### src/rtl/mem_split_arb2.sv
// Two-master arbiter onto one MemSplit32 slave: round-robin command grant with
// hold-until-ack, plus an in-order ID FIFO that routes read responses back.
module mem_split_arb2 #(
  parameter int unsigned RESP_DEPTH = 4
) (
  input  logic                                  clk_i,
  input  logic                                  rst_i,
  input  logic                                  m0_req_i,
  input  logic                                  m0_we_i,
  input  logic [31:0]                           m0_addr_i,
  input  logic [31:0]                           m0_wdata_i,
  input  logic [3:0]                            m0_be_i,
  output logic                                  m0_ack_o,
  output logic                                  m0_resp_o,
  output logic [31:0]                           m0_rdata_o,
  input  logic                                  m1_req_i,
  input  logic                                  m1_we_i,
  input  logic [31:0]                           m1_addr_i,
  input  logic [31:0]                           m1_wdata_i,
  input  logic [3:0]                            m1_be_i,
  output logic                                  m1_ack_o,
  output logic                                  m1_resp_o,
  output logic [31:0]                           m1_rdata_o,
  output logic                                  s_req_o,
  output logic                                  s_we_o,
  output logic [31:0]                           s_addr_o,
  output logic [31:0]                           s_wdata_o,
  output logic [3:0]                            s_be_o,
  input  logic                                  s_ack_i,
  input  logic                                  s_resp_i,
  input  logic [31:0]                           s_rdata_i,
  output logic                                  err_o,
  output logic [$clog2(RESP_DEPTH):0]           outstanding_o
);

  localparam int unsigned PTR_W = (RESP_DEPTH > 1) ? $clog2(RESP_DEPTH) : 1;
  localparam int unsigned CNT_W = $clog2(RESP_DEPTH) + 1;

  typedef enum logic [1:0] {IDLE, HOLD_M0, HOLD_M1} state_t;

  state_t                  state;
  logic                    rr_ptr;
  logic [RESP_DEPTH-1:0]   id_fifo;
  logic [PTR_W-1:0]        wr_ptr;
  logic [PTR_W-1:0]        rd_ptr;
  logic [CNT_W-1:0]        count;
  logic                    err_q;

  logic fifo_full;
  logic win;
  logic grant;
  logic accept;
  logic push;
  logic pop;
  logic head_id;

  assign fifo_full = (count == CNT_W'(RESP_DEPTH));

  // Winner selection: a held grant owns the slave; otherwise round-robin on contention
  always_comb begin
    win   = 1'b0;
    grant = 1'b0;
    case (state)
      HOLD_M0: begin
        win   = 1'b0;
        grant = m0_req_i;
      end
      HOLD_M1: begin
        win   = 1'b1;
        grant = m1_req_i;
      end
      default: begin
        win   = (m0_req_i && m1_req_i) ? rr_ptr : m1_req_i;
        grant = m0_req_i | m1_req_i;
      end
    endcase
    grant = grant & ~fifo_full & ~rst_i;
  end

  // Slave command forwarding; fields are zero unless a command is presented
  always_comb begin
    s_req_o   = 1'b0;
    s_we_o    = 1'b0;
    s_addr_o  = '0;
    s_wdata_o = '0;
    s_be_o    = '0;
    if (grant) begin
      s_req_o   = 1'b1;
      s_we_o    = win ? m1_we_i    : m0_we_i;
      s_addr_o  = win ? m1_addr_i  : m0_addr_i;
      s_wdata_o = win ? m1_wdata_i : m0_wdata_i;
      s_be_o    = win ? m1_be_i    : m0_be_i;
    end
  end

  assign accept   = grant & s_ack_i;
  assign m0_ack_o = accept & ~win;
  assign m1_ack_o = accept & win;
  assign push     = accept & ~s_we_o;

  // Response routing to the master at the FIFO head; stray responses are dropped
  assign head_id    = id_fifo[rd_ptr];
  assign pop        = s_resp_i & (count != '0) & ~rst_i;
  assign m0_resp_o  = pop & ~head_id;
  assign m1_resp_o  = pop & head_id;
  assign m0_rdata_o = m0_resp_o ? s_rdata_i : '0;
  assign m1_rdata_o = m1_resp_o ? s_rdata_i : '0;

  assign err_o         = err_q & ~rst_i;
  assign outstanding_o = rst_i ? '0 : count;

  // Arbitration FSM and round-robin pointer
  always_ff @(posedge clk_i) begin
    if (rst_i) begin
      state  <= IDLE;
      rr_ptr <= 1'b0;
    end else if (accept) begin
      state  <= IDLE;
      rr_ptr <= ~win;
    end else if (grant) begin
      state  <= win ? HOLD_M1 : HOLD_M0;
    end
  end

  // Ordering FIFO of master IDs for reads in flight
  always_ff @(posedge clk_i) begin
    if (rst_i) begin
      wr_ptr <= '0;
      rd_ptr <= '0;
      count  <= '0;
      err_q  <= 1'b0;
    end else begin
      if (push) begin
        id_fifo[wr_ptr] <= win;
        wr_ptr          <= wr_ptr + PTR_W'(1);
      end
      if (pop) begin
        rd_ptr <= rd_ptr + PTR_W'(1);
      end
      case ({push, pop})
        2'b10:   count <= count + CNT_W'(1);
        2'b01:   count <= count - CNT_W'(1);
        default: count <= count;
      endcase
      if (s_resp_i && (count == '0)) begin
        err_q <= 1'b1;
      end
    end
  end

endmodule
### config.mk
export PLATFORM = sky130hd
export DESIGN_NAME = mem_split_arb2
export DESIGN_NICKNAME = d
export VERILOG_FILES = /design/src/rtl/mem_split_arb2.sv
export SDC_FILE = /design/constraint.sdc
export NUM_CORES = 1
export LEC_CHECK = 0
export BUFFER_PORTS_ARGS = -buffer_cell sky130_fd_sc_hd__buf_2
export CORE_AREA = 5 5 121 123
export CTS_CLUSTER_SIZE = 10
export DETAILED_ROUTE_END_ITERATION = 10
export DIE_AREA = 0 0 126 128
export GPL_TIMING_DRIVEN = 1
export PLACE_DENSITY_LB_ADDON = 0.3
export REMOVE_ABC_BUFFERS = 1
export SYNTH_ARGS = -nofsm -noshare
export SYNTH_HDL_FRONTEND = slang
export SYNTH_SLANG_ARGS = --single-unit
### constraint.sdc
create_clock -name clk_i -period 2.8 [get_ports clk_i]
set_input_delay 0.28 -clock clk_i [delete_from_list [all_inputs] [get_ports clk_i]]
set_output_delay 0.28 -clock clk_i [all_outputs]
set_load 0.03 [all_outputs]
* Word-level counts from Yosys, hierarchy flattened *
Index checks and enable logic that the tools add are counted.

operators by class
  magnitude comparators = 3
  bitwise gates (word level) = 17
  reductions and logical operators = 8
  eq/ne operators = 5
  $add $sub $neg = 4
  mux-type cells = 22

operators with widths
  kind                   number
  $mux W32               6
  $and A1 B1 Y1          11
  $mux W4                2
  $lt A2 B3 Y1 const B   2
  $mux W1                6
  $pmux W3 S2            1
  $not A1 Y1             5
  $add A2 B1 Y2 const B  2
  $bwmux W4              1
  $eq A2 B1 Y1 const B   2
  $eq A2 B2 Y1 const B   2
  $pmux W1 S2            2
  $add A3 B1 Y3 const B  1
  $eq A3 B3 Y1 const B   1
  $logic_and A1 B1 Y1    3
  $logic_not A3 Y1       1
  $mux W3                1
  $reduce_bool A3 Y1     1
  $sub A3 B1 Y3 const B  1
  $bmux W1 S2            1
  $demux W1 S2           1
  $ge A2 B1 Y1 const B   1
  $mux W2                1
  $reduce_and A2 Y1      1
  other kinds (3)        3

word-level totals
  logic and storage cells = 66
  bits in registers = 15
  input port bits = 176
  output and inout port bits = 142

* Logic depth before layout (Yosys ltp) *
Gate-level depths: netlist (run 1).

  depth in word-level cells = 9
  depth in mapped cells = 12
  depth with buffers taken out = 12

* Worst setup path before layout (run 1) *
OpenSTA, ideal clock, no wires.

  kind = reg2reg
  start = reg state[0]
  end = reg count[2]
  library setup time = 0.071 ns
  data required time = 2.729 ns
  cell stages (with the launch flop) = 13
  arrival = 2.528 ns
  path slack = 0.201 ns
  path buffers = 0
  period minus slack after synthesis = 2.599 ns
  cells stage by stage = dfxtp_1 -> inv_1 -> ha_1 -> nand2_1 -> o22a_2 -> o211a_1 -> inv_2 -> ha_1 -> inv_1 -> fa_1 -> xor2_1 -> or3_1 -> a21oi_1

between the ends
  longest elaborated chain between the ends = 9
  elaborated cells between the ends (all ways) = 15
  those cells by class = eq/ne: 4; mux: 5; bitwise: 5; reduce/logical: 1

ends and longest elaborated chain
  element                                            line  text
  start, declared                                    41    state_t state;
  start signal, assigned                             121   state <= win ? HOLD_M1 : HOLD_M0;
  $eq A2 B2 Y1 or $eq A2 B1 Y1 (tied branches)       63    case (state)
  $pmux W1 S2                                        63
  $and A1 B1 Y1 (2 in series)                        77    grant = grant & ~fifo_full & ~rst_i;
  $mux W1                                            87    if (grant) begin
  $not A1 Y1                                         99    assign push = accept & ~s_we_o;
  $and A1 B1 Y1 *                                    99
  $eq A2 B1 Y1 or $eq A2 B2 Y1 (tied branches)       140   case ({push, pop})
  $pmux W3 S2 or $reduce_bool A2 Y1 (tied branches)  -
  end signal, assigned                               141   2'b10: count <= count + CNT_W'(1);
  end signal, assigned                               142   2'b01: count <= count - CNT_W'(1);
  end signal, assigned                               143   default: count <= count;
  end, declared                                      46    logic [CNT_W-1:0] count;

Mark *: on every way between the ends. The rest lies on a longest branch, timed or not.
A chain may end at the register's enable or synchronous reset.

* Worst setup path after layout (run 1) *
Same ends and word-level chain as after synthesis.

==> run_results.csv, run 1 <==
group,metric,value,unit
synth,synth-compound-area-share,37.34,%
critical_path,cp-start-kind,"flop",
synth,synth-simple-area-share,28.57,%
floorplanning,io_pins,318,
placed_design,portBuffers,317,
drt,first_iter_violations,53,
critical_path,crit_arrival,2.77,ns
critical_path,r2r_end,"count[2]",
floorplanning,core_area,13560,um^2
power,share_comb_of_total_power,59.4,%
placed_design,place_inst,733,
sta,finalCritPeriodShare,92.79,%
critical_path,timing.critical_path.mode_cell,"inv_1",
final_layout,fin_util,29.37,%
clock_network,ctsHtreeMaxLevel,1,
clock_network,max-clock-path-buffers,2,
synth,ys_seq_elements,15,
power,leakage,2.457,nW
drt,drc,0,
synth,synth_flop_cell,"dfxtp_1",
clock_network,clock_latency,0.25,ns
sta,setup_viol,0,
critical_path,rr_worst_depth,12,
power,peakVddDrop,178.0,uV
synth,syn_avg_cell_area,8.196,um^2
clock_network,cts_made_buffers,3,
min_path,hp-start,"s_resp_i",
grt,grt_usage,13.36,%
placed_design,pre_cts_ws,0.03668,ns
min_path,hold_class,"in2reg",
final_layout,fin_cells,742,
critical_path,path_max_fanout,5,
drt,dr.pass1.iters,4,
grt,antenna_found_initial,5,
floorplanning,rows,43,
critical_path,setup.worst_path.class,"reg2reg",
floorplanning,fp.dieArea,16130,um^2
clock_network,clockRootBuffer,"clkbuf_16",
synth,synth_adder_area_share,5.273,%
power,p_int,727.6,uW
power,power_per_cell_area,324.3,nW/um^2
power,pwr-share-seq,19.0,%
sta,fin_crit,2.598,ns
final_layout,areaGrowthSynthToFinish,95.16,%
drt,wl,12.19,mm
power,power.switching,563.9,uW
synth,synth.top_cell.area_share,29.61,%
final_layout,antennaDiodeCount,0,
power,power,1.291,mW
grt,grt_max_degree,71,
drt,wire_per_inst,16.43,um
sta,whs,0.2908,ns
final_layout,nets,747,
critical_path,cp_slowest_cell,"fa_1",
sta,finalMaxSlewViolations,0,
synth,yosysUniqueCellTypes,37,
synth,synth_top_family_by_area,"compound AO/OA/AOI/OAI gates",
sta,clock.fmax,0.3849,GHz
placed_design,dpl_cell_area,3840,um^2
clock_network,cts_tree,"done",
critical_path,worstSetupEndpointType,"flop",
synth,synth_edf_count,4,
synth,synth_warnings,0,
clock_network,cts_num_sinks,15,
power,sw_frac_of_total,43.66,%
drt,vias_per_cell,4.398,
synth,yosysMostFrequentCell,"a22o_1",
grt,grt_pass1_wl,17.39,mm
placed_design,dp_hpwl,10.85,mm
synth,yosys.area.top_type,"a22o_1",
run_status,status,"completed",
placed_design,globalplace.congestion,0.9139,
floorplanning,die_w,126,um
sta,fin_worst_skew,0.004057,ns
sta,setup_slack,0.2019,ns
synth,muxShareOfSynthArea,1.594,%
synth,synth_commonest_cells,"69 x a22o_1, 37 x and2_1, 32 x and3_1, 15 x buf_2, 12 x inv_1",
critical_path,cp.required,2.97,ns
synth,ys_seq_area_share,16.68,%
critical_path,path_cells,"inv_1 > ha_4 > nand2_1 > o22a_2 > o211a_1 > inv_2 > ha_1 > inv_1 > fa_1 > xor2_1 > or3_1 > a21oi_1",
sta,final-hold-violation-count,0,
sta,tightest_slew,0.4118,ns
synth,synthesis.area,2041,um^2
synth,synthXorXnorAreaFrac,1.717,%
grt,overflow,0,
min_path,hold_path_depth,3,
critical_path,cpPeakStageDelay,0.37,ns
final_layout,nFillCells,1494,
synth,async_flop_share,0,%
floorplanning,die_h,128,um
critical_path,r2r_setup_slack,0.20,ns
final_layout,drive_gt1_share,62.63,%
synth,synth.area.top_cells,"a22o_1 30%, and2_1 11%, dfxtp_1 11%",
drt,ant_nets,0,
power,clockPowerShare,21.6,%
grt,first_global_vias,3263,
final_layout,postLayoutCellArea,3983,um^2
clock_network,clkSlewWorstSetupHoldPaths,0.05,ns
sta,tns,0,ns
floorplanning,initial_core_util,15.05,%
sta,slew_headroom,72.55,%
synth,syn_inst,249,
critical_path,r2r_start,"state[0]",
drt,vias,3263,
sta,rsz0062_at_grt,"no",
min_path,min_to,"err_q",
flow_run,cap_violations,0,
-- worst max-delay path: cells and delay by family (launching register included) --
family,cells,cell delay (ns)
compound gates,3,0.60
xor+xnor,1,0.15
fa+ha+maj,3,0.85
buf+inv,3,0.23
flops,1,0.32
simple gates,2,0.38
-- cells by family (layout without fill, tap and decap cells) --
family / count (synthesis) / count (layout)
fa+ha+maj: 8 / 8
flops: 15 / 15
compound gates: 86 / 86
xor+xnor: 4 / 4
simple gates: 95 / 95
buf+inv: 39 / 352
mux: 2 / 2
-- area by class of cell --
cell class,instances,area (um^2),area share [%]
Clock inverter,1,5.005,0.1257
Multi-Input combinational cell,195,1533,38.49
Sequential cell,15,340.3,8.545
Timing Repair Buffer,334,1752,43.98
Inverter,14,52.55,1.320
Tap cell,180,225.2,5.655
Clock buffer,3,75.07,1.885
-- registers in the layout, indices dropped and copies added (netlist names) --
signal and flops:
id_fifo 4, count 3, rd_ptr 2, state 2, wr_ptr 2, err_q 1, rr_ptr 1
-- metal layers --
metal | global-route usage, % | vias to the layer above | share of wire, %
met5 | 0 | - | 0.66
met4 | 3.849 | 10 | 2.8
met3 | 6.833 | 29 | 13
met2 | 26.67 | 212 | 53
met1 | 11.48 | 1454 | 30
li1 | - | 1558 | -
-- how the worst max path moves through the flow --
stage / from / endpoint / slack [ns] / depth (start not counted)
after floorplan: rd_ptr[0] / m0_rdata_o[0] / 0.05 / 3
after global placement: state[0] / count[2] / 0.17 / 12
after detailed placement: state[0] / count[2] / 0.04 / 12
after CTS: state[0] / s_wdata_o[30] / 0.0004 / 8
after global routing: state[0] / count[2] / 0.07 / 12
final: state[0] / count[2] / 0.20 / 12
-- layout by cell type, fill, tap and decap left out, types with 2 or more instances in the layout --
cell type,synthesis,routed
buf_2,15,317
a22o_1,69,69
and2_1,37,37
and3_1,32,32
buf_4,0,14
inv_1,12,12
dfxtp_1,11,11
nor2_1,9,9
ha_1,7,6
a21oi_1,5,5
xor2_1,4,4
edfxtp_1,4,4
nor2b_1,3,3
clkbuf_16,0,3
buf_12,0,3
nor3_1,2,2
nand2b_1,2,2
nand2_1,2,2
inv_2,2,2
o21ai_2,2,2
nor2_4,2,2
nand3_1,2,2
o21ai_0,2,2
-- power groups by stage --
stage	clock [mW]	combinational, mW	sequential [mW]
after floorplan	0	0.436	0.247
after global placement	0	0.751	0.249
after detailed placement	0	0.759	0.250
after CTS	0.289	0.762	0.245
after global routing	0.296	0.819	0.247
final	0.278	0.768	0.245
-- repair_timing --
action,4_1_cts,5_1_grt
endpoints found under the hold margin,0,0
hold buffers,0,0
resized for setup,0,2
buffers inserted,0,5
endpoints found under the setup margin,0,63
(Power assumes the default switching activity.)
==> inputs of run 2 (changes only) <==
--- a/config.mk
+++ b/config.mk
@@ -7,6 +7,7 @@
 export LEC_CHECK = 0
 export BUFFER_PORTS_ARGS = -buffer_cell sky130_fd_sc_hd__buf_2
 export CORE_AREA = 5 5 121 123
+export CTS_BUF_LIST = sky130_fd_sc_hd__clkbuf_2 sky130_fd_sc_hd__clkbuf_4 sky130_fd_sc_hd__clkbuf_8
 export CTS_CLUSTER_SIZE = 10
 export DETAILED_ROUTE_END_ITERATION = 10
 export DIE_AREA = 0 0 126 128
==> run 2 against run 1 <==
Fmax fell by 0.34%. Combinational power is 0.5% higher. Routed wire length decreased by 0.16%.
==> run_results.csv, run 2 (same netlist as run 1, synthesis figures left out) <==
group,metric,value,unit
grt,first_global_vias,3280,
sta,tns,0,ns
drt,vias,3265,
floorplanning,core_area,13560,um^2
sta,whs,0.2754,ns
power,share_comb_of_total_power,64.3,%
sta,finalCritPeriodShare,93.10,%
drt,drc,0,
min_path,hold_class,"in2reg",
min_path,hp-start,"s_resp_i",
critical_path,setup.worst_path.class,"reg2reg",
drt,vias_per_cell,4.388,
critical_path,cp.required,2.99,ns
final_layout,reg.largest.list,"id_fifo (4), count (3)",
placed_design,dp_hpwl,10.85,mm
placed_design,globalplace.congestion,0.9139,
clock_network,cts_made_buffers,3,
sta,rsz0062_at_grt,"no",
clock_network,holdBufCountCts,0,
power,leakage,2.452,nW
drt,first_iter_violations,64,
floorplanning,rows,43,
placed_design,portBuffers,317,
power,sw_frac_of_total,46.80,%
power,peakVddDrop,142.6,uV
clock_network,max-clock-path-buffers,2,
drt,dr.pass1.iters,4,
drt,wl,12.17,mm
final_layout,nets,749,
grt,grt_max_degree,71,
clock_network,clkSlewWorstSetupHoldPaths,0.07,ns
flow_run,cap_violations,0,
final_layout,areaGrowthSynthToFinish,94.24,%
clock_network,ctsHtreeMaxLevel,1,
floorplanning,die_w,126,um
floorplanning,fp.dieArea,16130,um^2
final_layout,regMostFlops,"id_fifo",
critical_path,path_max_fanout,5,
clock_network,cts_tree,"done",
critical_path,worstSetupEndpointType,"flop",
floorplanning,initial_core_util,15.05,%
clock_network,clock_latency,0.26,ns
grt,antenna_found_initial,5,
final_layout,fin_util,29.24,%
sta,slew_headroom,72.82,%
floorplanning,io_pins,318,
final_layout,mostFrequentLayoutCells,"317 x buf_2, 69 x a22o_1, 37 x and2_1",
sta,fin_worst_skew,0.004581,ns
power,clockPowerShare,15.3,%
critical_path,r2r_start,"state[0]",
sta,setup_viol,0,
sta,clock.fmax,0.3836,GHz
floorplanning,die_h,128,um
critical_path,crit_arrival,2.79,ns
final_layout,final_common_cell,"buf_2",
sta,tightest_slew,0.4076,ns
power,power.switching,561.9,uW
final_layout,antennaDiodeCount,0,
sta,fin_crit,2.607,ns
run_status,status,"completed",
critical_path,cp-start-kind,"flop",
final_layout,nFillCells,1496,
min_path,min_to,"err_q",
min_path,hold_path_depth,3,
power,power_per_cell_area,302.9,nW/um^2
drt,ant_nets,0,
critical_path,rr_worst_depth,12,
drt,wire_per_inst,16.36,um
clock_network,cts_num_sinks,15,
grt,grt_usage,13.42,%
grt,grt_pass1_wl,17.44,mm
sta,finalMaxSlewViolations,0,
clock_network,clockRootBuffer,"clkbuf_8",
grt,overflow,0,
sta,final-hold-violation-count,0,
final_layout,drive_gt1_share,62.77,%
final_layout,largest_reg_flops,4,
critical_path,r2r_end,"count[2]",
power,pwr-share-seq,20.4,%
power,p_int,638.8,uW
critical_path,r2r_setup_slack,0.19,ns
==> run 2: area by class of cell <==
class                   instances  area, um^2  share of cell area [%]
multi-input cells             195        1533                   38.67
clock inverters                 1       5.005                  0.1263
repair buffers                336        1767                   44.57
inverters                      14       52.55                   1.326
flip-flops and latches         15       340.3                   8.586
clock buffers                   3       41.29                   1.042
well taps                     180       225.2                   5.682
==> run 2: stage by stage <==
step | setup slack [ns] | power, mW | instance area [um^2] | instances
floorplan | 0.05203 | 0.6828 | 1913 | 224
global placement | 0.1667 | 0.9992 | 3840 | 733
detailed placement | 0.03668 | 1.009 | 3840 | 733
CTS | 0.02260 | 1.209 | 3921 | 740
global route | 0.06669 | 1.270 | 3964 | 744
finish | 0.1931 | 1.201 | 3964 | 744
==> run 2: power by group through the flow <==
| stage | sequential (mW) | combinational, mW | clock, mW |
|---|---|---|---|
| 2_1_floorplan | 0.247 | 0.436 | 0 |
| 3_3_place_gp | 0.249 | 0.751 | 0 |
| 3_5_place_dp | 0.250 | 0.759 | 0 |
| 4_1_cts | 0.245 | 0.773 | 0.192 |
| 5_1_grt | 0.246 | 0.823 | 0.200 |
| 6_report | 0.245 | 0.772 | 0.184 |
==> run 2: routing by layer <==
layer,share of wire (%),vias up,global-route usage (%)
met3,13,30,6.833
li1,-,1560,-
met1,31,1453,11.58
met2,52,212,26.57
met4,2.9,10,4.227
met5,0.66,-,0
==> run 2: repair_timing <==
item	in CTS	in global routing
buffers inserted	3	4
setup endpoints to repair	30	6
gates resized for setup	0	2
pin swaps	1	2
==> run 2: how the worst max path moves through the flow <==
| stage | startpoint | end | slack (ns) | depth (start not counted) |
|---|---|---|---|---|
| 2_1_floorplan | rd_ptr[0] | m0_rdata_o[0] | 0.05 | 3 |
| 3_3_place_gp | state[0] | count[2] | 0.17 | 12 |
| 3_5_place_dp | state[0] | count[2] | 0.04 | 12 |
| 4_1_cts | state[0] | count[2] | 0.02 | 12 |
| 5_1_grt | state[0] | count[2] | 0.07 | 12 |
| 6_report | state[0] | count[2] | 0.19 | 12 |
==> run 2: critical path, stage by stage, from the launching register on <==
cell	delay [ns]
dfxtp_1	0.33
inv_1	0.09
ha_4	0.31
nand2_1	0.07
o22a_2	0.19
o211a_1	0.26
inv_2	0.09
ha_1	0.17
inv_1	0.06
fa_1	0.37
xor2_1	0.15
or3_1	0.31
a21oi_1	0.15
==> inputs of run 3 (changes only) <==
--- a/config.mk
+++ b/config.mk
@@ -14,6 +14,7 @@
 export GPL_TIMING_DRIVEN = 1
 export PLACE_DENSITY_LB_ADDON = 0.3
 export REMOVE_ABC_BUFFERS = 1
+export SETUP_SLACK_MARGIN = 0.5
 export SYNTH_ARGS = -nofsm -noshare
 export SYNTH_HDL_FRONTEND = slang
 export SYNTH_SLANG_ARGS = --single-unit
==> run 3 against run 2 <==
Combinational power up 17%. Clock-buffer cell count unchanged. Highest routed layer unchanged. First-iteration DRC count up 14%.
==> run_results.csv, run 3 (same netlist as run 1, synthesis figures left out) <==
group,metric,value,unit
final_layout,nFillCells,1426,
critical_path,r2r_start,"state[1]",
critical_path,cp.required,2.52,ns
critical_path,cpPeakStageDelay,0.37,ns
min_path,hold_path_depth,3,
sta,fin_worst_skew,0.003280,ns
sta,fin_crit,2.470,ns
power,sw_frac_of_total,44.42,%
grt,busiest_layer,"met2",
sta,tightest_slew,0.4670,ns
critical_path,rr_worst_depth,11,
run_status,status,"completed",
sta,final-hold-violation-count,0,
drt,dr.pass1.iters,4,
power,p_int,742.8,uW
placed_design,globalplace.congestion,0.9139,
grt,grt_pass1_wl,18.30,mm
min_path,min_to,"err_q",
clock_network,clockRootBuffer,"clkbuf_8",
final_layout,postLayoutCellArea,4598,um^2
min_path,hp-start,"s_resp_i",
placed_design,portBuffers,317,
power,peakVddDrop,139.6,uV
critical_path,cp_slowest_cell,"a211o_4",
flow_run,cap_violations,0,
final_layout,ff_latch_area,345.3,um^2
critical_path,worstSetupEndpointType,"output pin",
floorplanning,die_w,126,um
sta,finalMaxSlewViolations,0,
critical_path,r2r_end,"count[2]",
drt,vias,3449,
drt,first_iter_violations,73,
clock_network,holdBufCountCts,0,
grt,met3_usage,6.833,%
final_layout,reg.largest.list,"id_fifo (4), count (3)",
sta,clock.fmax,0.4049,GHz
sta,rsz0062_at_grt,"yes",
sta,finalCritPeriodShare,88.21,%
final_layout,fin_util,33.91,%
placed_design,place_inst,733,
sta,slew_headroom,68.87,%
clock_network,cts_made_buffers,3,
sta,setup_viol,0,
floorplanning,core_area,13560,um^2
placed_design,pre_cts_ws,0.03668,ns
final_layout,multi_input_area,1597,um^2
grt,antenna_found_initial,5,
final_layout,final_common_cell,"buf_2",
drt,wl,13.50,mm
power,power_per_cell_area,290.6,nW/um^2
clock_network,cts_num_sinks,15,
sta,setup_slack,0.3300,ns
final_layout,regMostFlops,"id_fifo",
final_layout,areaGrowthSynthToFinish,125.3,%
power,pwr-share-seq,18.3,%
clock_network,ctsHtreeMaxLevel,1,
grt,overflow,0,
clock_network,clkSlewWorstSetupHoldPaths,0.07,ns
clock_network,clock_latency,0.26,ns
power,leakage,2.621,nW
floorplanning,io_pins,318,
power,share_comb_of_total_power,67.9,%
placed_design,dpl_cell_area,3840,um^2
critical_path,crit_arrival,2.19,ns
power,clockPowerShare,13.8,%
floorplanning,fp.dieArea,16130,um^2
critical_path,path_max_fanout,17,
final_layout,mostFrequentLayoutCells,"233 x buf_2, 69 x a22o_1, 54 x buf_4",
grt,grt_usage,14.16,%
clock_network,max-clock-path-buffers,2,
critical_path,r2r_setup_slack,0.34,ns
final_layout,drive_gt1_share,67.12,%
grt,met2_usage,28.29,%
clock_network,cts_tree,"done",
final_layout,fin_cells,764,
drt,ant_nets,0,
drt,wire_per_inst,17.67,um
drt,vias_per_cell,4.514,
grt,use_met1,12.09,%
critical_path,crit_family,"compound AO/OA/AOI/OAI gates",
floorplanning,die_h,128,um
min_path,hold_class,"in2reg",
critical_path,path_cells,"ha_4 > o21ai_2 > a211o_4 > nor2_4 > buf_12 > clkbuf_16 > a22o_1 > clkbuf_4",
final_layout,antennaDiodeCount,0,
floorplanning,initial_core_util,15.05,%
grt,grt_max_degree,36,
critical_path,cp-start-kind,"flop",
critical_path,path_buf_inv,3,
sta,tns,0,ns
grt,first_global_vias,3430,
drt,drc,0,
placed_design,dp_hpwl,10.85,mm
floorplanning,rows,43,
critical_path,setup.worst_path.class,"reg2out",
final_layout,largest_reg_flops,4,
final_layout,nets,769,
power,power.switching,593.6,uW
## run 3: changes by cell type in the layout (fill, tap and decap cells not counted), sizes merged
cell    delta
buf       -20
clkbuf    +40
## run 3: per-layer routing
metal / vias up / share of wire, %
met4: 10 / 5.7
met1: 1547 / 28
met5: - / 0.56
li1: 1600 / -
met2: 237 / 53
met3: 55 / 12
## run 3: worst reg2reg max path: stages (launching register included)
cell     delay [ns]
dfxtp_1        0.36
ha_4           0.33
nand2_2        0.07
o22a_2         0.18
o211a_1        0.26
inv_2          0.09
ha_4           0.14
inv_2          0.04
fa_2           0.32
xor2_1         0.15
or3_1          0.30
a21oi_1        0.15
## run 3: layout make-up
| type | count | share of cell area, % |
|---|---|---|
| clock buffer | 3 | 0.8980 |
| clock inverter | 1 | 0.1088 |
| inverter | 14 | 1.197 |
| multi-input combinational | 195 | 34.72 |
| sequential | 15 | 7.510 |
| tap | 180 | 4.898 |
| timing repair buffer | 356 | 50.67 |
## run 3: worst max-delay path by stage
stage | startpoint | endpoint | slack [ns] | depth (start not counted)
finish | state[1] | s_wdata_o[19] | 0.33 | 8
global route | state[0] | s_addr_o[7] | 0.22 | 9
CTS | state[0] | s_wdata_o[30] | 0.30 | 9
detailed placement | state[0] | count[2] | 0.04 | 12
global placement | state[0] | count[2] | 0.17 | 12
floorplan | rd_ptr[0] | m0_rdata_o[0] | 0.05 | 3
## run 3: what timing repair did
action,in CTS,in global routing
gates resized for setup,43,114
setup buffers,14,4
setup endpoints to repair,73,138
cloned,2,7
pin swaps,9,14
## run 3: through the flow
stage	hold WS, ns	power (mW)
detailed placement	0.4570	1.009
global placement	0.4445	0.9992
CTS	0.2695	1.278
floorplan	0.3489	0.6828
global route	0.2878	1.409
finish	0.2765	1.336
## run 3: power by group through the flow
stage	sequential (mW)	clock, mW	combinational (mW)
floorplan	0.247	0	0.436
global placement	0.249	0	0.751
detailed placement	0.250	0	0.759
CTS	0.245	0.192	0.841
global route	0.247	0.200	0.962
finish	0.245	0.184	0.907
